**src/rtl/nor_vector_seq.sv**
```systemverilog
// nor_vector_seq: exhaustive tester for a 2-input NOR gate.
// Drives the four input vectors 00, 01, 10, 11 on a/b, holds each one for
// SETTLE_CYCLES cycles, samples y for one cycle and counts mismatches
// against ~(a | b).
// Optional feature macro: NOR_VECTOR_SEQ_FAIL_CAPTURE_EN. When it is defined,
// the block records the index and y value of the most recent mismatch.
// When it is undefined, fail_vec and fail_y are tied to 0.
module nor_vector_seq #(
  parameter int SETTLE_CYCLES = 9  // legal range 1..255
) (
  input  logic       clk,
  input  logic       reset_n,
  input  logic       start,
  output logic       a,
  output logic       b,
  input  logic       y,
  output logic       busy,
  output logic       done,
  output logic       pass,
  output logic [2:0] err_count,
  output logic [1:0] vec_idx,
  output logic [1:0] fail_vec,
  output logic       fail_y
);

  typedef enum logic [1:0] {
    IDLE   = 2'd0,
    SETTLE = 2'd1,
    SAMPLE = 2'd2,
    DONE   = 2'd3
  } state_t;

  // Final settle count; SETTLE ends on the edge where the counter holds this value.
  localparam logic [7:0] CNT_LAST = 8'(SETTLE_CYCLES - 1);

  state_t     state_r;
  state_t     state_s;
  logic [7:0] cnt_r;
  logic [7:0] cnt_s;
  logic [1:0] vec_r;
  logic [1:0] vec_s;
  logic [2:0] err_r;
  logic [2:0] err_s;
  logic       done_r;
  logic       done_s;
  logic       busy_r;
  logic       busy_s;
  logic       pass_r;
  logic       pass_s;
  logic       a_r;
  logic       b_r;
  logic       mismatch_s;

  // The gate output disagrees with the NOR of the vector currently applied.
  assign mismatch_s = (y != ~(a_r | b_r));

  // State register.
  always_ff @(posedge clk or negedge reset_n) begin
    if (!reset_n) begin
      state_r <= IDLE;
    end else begin
      state_r <= state_s;
    end
  end

  // Next-state logic and next values for the datapath registers.
  always_comb begin
    state_s = state_r;
    cnt_s   = cnt_r;
    vec_s   = vec_r;
    err_s   = err_r;
    done_s  = done_r;
    case (state_r)
      IDLE, DONE: begin
        if (start) begin
          state_s = SETTLE;
          cnt_s   = 8'd0;
          vec_s   = 2'd0;
          err_s   = 3'd0;
          done_s  = 1'b0;
        end else begin
          state_s = state_r;
        end
      end
      SETTLE: begin
        if (cnt_r == CNT_LAST) begin
          state_s = SAMPLE;
        end else begin
          cnt_s = cnt_r + 8'd1;
        end
      end
      SAMPLE: begin
        // At most four vectors can mismatch, so the 3-bit count never wraps.
        if (mismatch_s) begin
          err_s = err_r + 3'd1;
        end else begin
          err_s = err_r;
        end
        if (vec_r != 2'd3) begin
          vec_s   = vec_r + 2'd1;
          cnt_s   = 8'd0;
          state_s = SETTLE;
        end else begin
          state_s = DONE;
          done_s  = 1'b1;
        end
      end
      default: begin
        state_s = IDLE;
      end
    endcase
    busy_s = (state_s == SETTLE) || (state_s == SAMPLE);
    pass_s = done_s && (err_s == 3'd0);
  end

  // Datapath registers. a/b follow the vector index, which only moves on
  // start acceptance or on leaving SAMPLE, so a/b stay stable through SETTLE.
  always_ff @(posedge clk or negedge reset_n) begin
    if (!reset_n) begin
      cnt_r  <= 8'd0;
      vec_r  <= 2'd0;
      err_r  <= 3'd0;
      done_r <= 1'b0;
      busy_r <= 1'b0;
      pass_r <= 1'b0;
      a_r    <= 1'b0;
      b_r    <= 1'b0;
    end else begin
      cnt_r  <= cnt_s;
      vec_r  <= vec_s;
      err_r  <= err_s;
      done_r <= done_s;
      busy_r <= busy_s;
      pass_r <= pass_s;
      a_r    <= vec_s[1];
      b_r    <= vec_s[0];
    end
  end

  assign a         = a_r;
  assign b         = b_r;
  assign busy      = busy_r;
  assign done      = done_r;
  assign pass      = pass_r;
  assign err_count = err_r;
  assign vec_idx   = vec_r;

`ifdef NOR_VECTOR_SEQ_FAIL_CAPTURE_EN
  logic [1:0] fail_vec_r;
  logic       fail_y_r;
  logic       clear_s;
  logic       capture_s;

  assign clear_s   = ((state_r == IDLE) || (state_r == DONE)) && start;
  assign capture_s = (state_r == SAMPLE) && mismatch_s;

  // Most recent mismatch record, cleared whenever a new run is accepted.
  always_ff @(posedge clk or negedge reset_n) begin
    if (!reset_n) begin
      fail_vec_r <= 2'd0;
      fail_y_r   <= 1'b0;
    end else if (clear_s) begin
      fail_vec_r <= 2'd0;
      fail_y_r   <= 1'b0;
    end else if (capture_s) begin
      fail_vec_r <= vec_r;
      fail_y_r   <= y;
    end else begin
      fail_vec_r <= fail_vec_r;
      fail_y_r   <= fail_y_r;
    end
  end

  assign fail_vec = fail_vec_r;
  assign fail_y   = fail_y_r;
`else
  assign fail_vec = 2'b00;
  assign fail_y   = 1'b0;
`endif

endmodule

```
**config.mk**
```make
export PLATFORM = sky130hd
export DESIGN_NAME = nor_vector_seq
export DESIGN_NICKNAME = d
export VERILOG_FILES = /design/src/rtl/nor_vector_seq.sv
export SDC_FILE = /design/constraint.sdc
export NUM_CORES = 1
export LEC_CHECK = 0
export ABC_AREA = 1
export CAP_MARGIN = 10
export CORE_UTILIZATION = 40
export DETAILED_ROUTE_END_ITERATION = 16
export GPL_TIMING_DRIVEN = 0
export SLEW_MARGIN = 15
export SYNTH_ARGS = -nofsm -noshare
export SYNTH_HDL_FRONTEND = slang
export SYNTH_SLANG_ARGS = --single-unit
```
**constraint.sdc**
```tcl
create_clock -name clk -period 1.49 [get_ports clk]
set_input_delay 0.149 -clock clk [delete_from_list [all_inputs] [get_ports clk]]
set_output_delay 0.149 -clock clk [all_outputs]
set_load 0.05 [all_outputs]
```
==> results.cfg, run 1 <==
[detailed_routing]
vias = 1037
drt-total-wl_um = 2410
postRouteAntennaNets = 0
post-route-drc-count = 0
drt-initial-drc-count = 12
wl_per_cell_um = 11.2
vias_per_cell = 4.82
first_pass_iters = 4

[timing]
fin_crit_sh = 0.965
fmax_ghz = 0.696
hold_violations = 0
worst_pin_slew_ps = 814
period_minus_slack_ps = 1440
fin_skew_ps = 5.15
drv_slew = 0
relSlewSlack = 0.456
setup_viol = 0
tns_ps = 0

[cts]
cts_root_buf = clkbuf_4
htree_levels = 1
clock_latency_ps = 290
cts.path.max_buffers = 2
clk_pin_slew_ps = 110
cts.sinks = 18
tritoncts = built
cts_made_buffers = 3
holdBufCountCts = 0

[worst_setup_path]
cp-start-kind = register
path_class = register to register
crit_required_ps = 1720
worst_path_largest_cell_delay_ps = 430
cp_num_cells = 9
worstPathCellList = inv_2 -> ha_2 -> nand3_2 -> nor2_4 -> nand2_2 -> nand2_4 -> clkbuf_16 -> nand2_1 -> o21ai_2
arrival_ps = 1670
cp_max_fo = 6
worst_setup_path_end_kind = register
path_delay_family = simple AND/OR/NAND/NOR gates
reg2reg_depth = 9
critPathBufInv = 2
crit_slowest_cell = dfrtp_1

[grt]
grt_overflow = 0
antenna_found_initial = 0
grt_pass1_vias = 919
grt.total_usage = 0.174
grt_start_max_net_pins = 19
grt_first_pass_wirelength_um = 3720

[flow_run]
max-cap-violations = 0

[floorplanning]
num_io_pins = 17
die_w_um = 55.1
die_area_um2 = 3040
die_y_um = 55.1
core_um2 = 2570
num_rows = 18
initial_utilization = 0.440

[outcome]
outcome = completed

[final_layout]
utilization = 0.610
drive_gt1_frac = 0.297
fin_cells = 215
area_delta_synth_final_pct = 38.6
filler_cell_count = 224
diodes = 0
nNetsFinal = 195

[yosys]
yosys_register_bits = 18
synth_top_area_cell = dfrtp_1
synth_edf_count = 0
synthCells = 152
synth_cell_types = 25
avgSynthCellArea_um2 = 7.43
netlist.area_leader.share = 0.399
synth_common_cells = nand2_1, inv_1, dfrtp_1
synth.most_common_cell = nand2_1
synth_area_leaders = dfrtp_1, nand2_1, inv_1
yosys_warnings = 0
synth_ff_type = dfrtp_1
synth_area_um2 = 1130
synth-async-reset-ratio = 1.00
yosysSeqAreaShare = 0.399

[power]
leakagePower_nw = 0.811
max-vdd-ir-drop_v = 0.00122
cellPowerDensity_nw_per_um2 = 1320

[placed_design]
dp_hpwl_um = 1640
io_buffers = 13
place.gp.congestion = 0.766
dp.cells = 197

[min_path]
hold_path_class = input port to async pin
per-stage QoR:
stage | setup WS, ps | hold WS [ps] | area (um^2) | total power, mW
2_1_floorplan | 40.5 | -147 | 1140 | 1.16
3_3_place_gp | -138 | 508 | 1310 | 1.33
3_5_place_dp | -190 | 503 | 1310 | 1.34
4_1_cts | -2.24 | 347 | 1380 | 1.72
5_1_grt | -6.92 | 395 | 1570 | 2.21
6_report | 52.3 | 316 | 1570 | 2.07
path summary, 6_finish.rpt:
path,from,to,slack [ps]
max,cnt_r[0],cnt_r[4],50
min,reset_n,cnt_r[3],320
max reg2reg,cnt_r[0],cnt_r[4],50
min reg2reg,cnt_r[7],cnt_r[7],530
max in group asynchronous,reset_n,err_count[1],670
min in group clk,cnt_r[7],cnt_r[7],530
final cells by class:
class / instances / area, um^2 / area share
well taps: 30 / 37.5 / 0.0240
inverters: 25 / 96.3 / 0.0615
repair buffers: 27 / 250 / 0.160
multi-input cells: 104 / 628 / 0.401
flip-flops and latches: 18 / 450 / 0.288
plain buffers: 7 / 67.6 / 0.0431
clock buffers: 4 / 36.3 / 0.0232
cells in the final DEF, fill, tap and decap left out, drive strengths merged:
master / netlist / final
nor2: 11 / 11
dlygate4sd2: 0 / 7
or2: 2 / 2
o21ai: 14 / 14
o21bai: 2 / 2
nand2: 42 / 42
dfrtp: 18 / 18
conb: 1 / 3
clkdlybuf4s50: 0 / 3
xor2: 1 / 1
ha: 5 / 5
nand3: 15 / 15
nand4: 2 / 2
o22ai: 1 / 1
inv: 25 / 25
a21oi: 4 / 4
clkbuf: 0 / 5
nand3b: 1 / 1
clkdlybuf4s15: 0 / 2
a21boi: 1 / 1
buf: 7 / 21
logic make-up after synthesis:
| logic type | after synthesis | share of synthesized area |
|---|---|---|
| AO/OA/AOI/OAI | 22 | 0.115 |
| XOR/XNOR | 1 | 0.00775 |
| adder cells (fa/ha/maj) | 5 | 0.0554 |
| buffers and inverters | 32 | 0.131 |
| flip-flops | 18 | 0.399 |
| other | 1 | 0.00332 |
| AND/OR/NAND/NOR | 73 | 0.289 |
power by group:
part           internal, mW  switching (mW)  leakage [nW]
sequential            0.565          0.0689         0.242
clock                 0.149           0.154        0.0210
combinational         0.514           0.617         0.547
routing by layer:
| metal | vias to the layer above | GRT usage | wire length [um] | part of all wire |
|---|---|---|---|---|
| li1 | 537 | - | - | - |
| met1 | 487 | 0.214 | 1100 | 0.46 |
| met2 | 13 | 0.303 | 1240 | 0.51 |
| met3 | 0 | 0.0328 | 68 | 0.028 |
| met4 | 0 | 0.0583 | 0 | 0 |
| met5 | - | 0 | 0 | 0 |
timing repair:
action,CTS,global route
gates cloned,0,1
gates resized for setup,24,23
pin swaps,1,7
buffers inserted,2,11
setup endpoints to repair,21,12
Note: power is estimated with default switching activity, not from simulation.
==> inputs of run 2 (changes only) <==
==> constraint.sdc (replaced) <==
create_clock -name clk -period 1.49 [get_ports clk]
set_input_delay 0.298 -clock clk [delete_from_list [all_inputs] [get_ports clk]]
set_output_delay 0.298 -clock clk [all_outputs]
set_load 0.05 [all_outputs]
==> run 2 against run 1 <==
Net effect: clock skew rose by 2.1 ps; utilization down 2.3 points; fmax down 1.2%; critical endpoint unchanged; largest cell class unchanged; combinational power fell by 7%; sequential power about the same; first-iteration DRC count is 92% higher; clock power about the same; hold slack gained 150 ps; routed wire length is 2.1% lower; largest power group unchanged; cell area down 3.8%.
==> results.cfg, run 2 (synthesis results as in run 1) <==
[detailed_routing]
drt-total-wl_um = 2360
wl_per_cell_um = 11.1
vias = 1027
drt-initial-drc-count = 23
vias_per_cell = 4.82
first_pass_iters = 4
postRouteAntennaNets = 0
post-route-drc-count = 0

[worst_setup_path]
path_class = register to register
reg2reg_from = cnt_r[0]
crit_required_ps = 1720
worst_setup_path_end_kind = register
regToRegSetupSlack_ps = 30
arrival_ps = 1690
reg2reg_depth = 6
r2r_end = cnt_r[4]
cp_max_fo = 4
cp-start-kind = register

[floorplanning]
num_io_pins = 17
die_area_um2 = 3040
num_rows = 18
initial_utilization = 0.440
die_y_um = 55.1
die_w_um = 55.1
core_um2 = 2570

[timing]
tns_ps = 0
rsz0062_at_grt = true
fmax_ghz = 0.687
hold_violations = 0
drv_slew = 0
worst_pin_slew_ps = 821
fin_crit_sh = 0.977
setup_viol = 0
relSlewSlack = 0.451
period_minus_slack_ps = 1460
fin_skew_ps = 7.27

[cts]
cts.path.max_buffers = 2
tritoncts = built
clk_pin_slew_ps = 110
htree_levels = 1
clock_latency_ps = 290
cts_root_buf = clkbuf_4
cts_made_buffers = 3
cts.sinks = 18

[grt]
grt_overflow = 0
antenna_found_initial = 0
grt_start_max_net_pins = 19
grt.total_usage = 0.175
grt_pass1_vias = 921
grt_first_pass_wirelength_um = 3730

[final_layout]
diodes = 0
area_delta_synth_final_pct = 33.4
drive_gt1_frac = 0.306
fin_area_um2 = 1510
most-common-layout-cells = nand2_1, inv_1, dfrtp_1
layout_commonest_cell = nand2_1
fin_cells = 213
nNetsFinal = 193

[placed_design]
place.gp.congestion = 0.766
dp_hpwl_um = 1640
io_buffers = 13
placed_cell_area_um2 = 1310
dp.cells = 197

[power]
max-vdd-ir-drop_v = 0.00120
leakagePower_nw = 0.775
cellPowerDensity_nw_per_um2 = 1320

[outcome]
outcome = completed

[flow_run]
max-cap-violations = 0

[min_path]
hold_path_class = input port to async pin
-- run 2: how the worst max path moves through the flow --
stage                from       end  slack, ps  cells past startpoint
2_1_floorplan  state_r[0]      busy         40                     10
3_3_place_gp        start      pass       -180                      9
3_5_place_dp        start      busy       -220                     10
4_1_cts          cnt_r[0]  cnt_r[5]         -2                      9
5_1_grt          cnt_r[0]  cnt_r[7]        -30                      9
6_report         cnt_r[0]  cnt_r[4]         30                      6
-- run 2: per-stage QoR --
step           setup WS (ps)  utilization  power, mW  hold slack, ps
3_3_place_gp            -185        0.508       1.33             508
3_5_place_dp            -224        0.508       1.34             503
2_1_floorplan           40.5            -       1.16            2.41
5_1_grt                -29.1        0.587       2.12             544
4_1_cts                -2.24        0.540       1.72             496
6_report                34.8        0.587       1.98             462
-- run 2: worst max-delay path: stages, from the launching register on --
cell,delay [ps]
dfrtp_1,430
buf_4,130
ha_2,190
nand3_2,110
xor2_1,160
or2_2,280
o21ai_2,100
-- run 2: timing repair --
| item | in CTS | in global routing |
|---|---|---|
| hold buffers | 0 | 0 |
| setup buffers | 2 | 10 |
| endpoints found under the setup margin | 21 | 13 |
| pin swaps | 1 | 7 |
| resized for setup | 36 | 20 |
| cloned | 0 | 0 |
-- run 2: power by group --
group,internal [mW],switching (mW)
sequential,0.565,0.0708
combinational,0.460,0.586
clock,0.149,0.154
total,1.17,0.811
-- run 2: layout make-up --
type	count	area [um^2]
fill	228	1060
multi-input combinational	104	606
sequential	18	450
timing repair buffer	25	214
inverter	25	96.3
buffer	7	67.6
tap	30	37.5
clock buffer	4	36.3
-- run 2: routing by layer --
metal	up-vias	routed length, um	GRT usage	share of wire
met4	0	0	0.0583	0
met1	477	1100	0.216	0.46
met2	19	1180	0.303	0.50
met5	-	0	0	0
met3	0	84	0.0328	0.036
li1	531	-	-	-
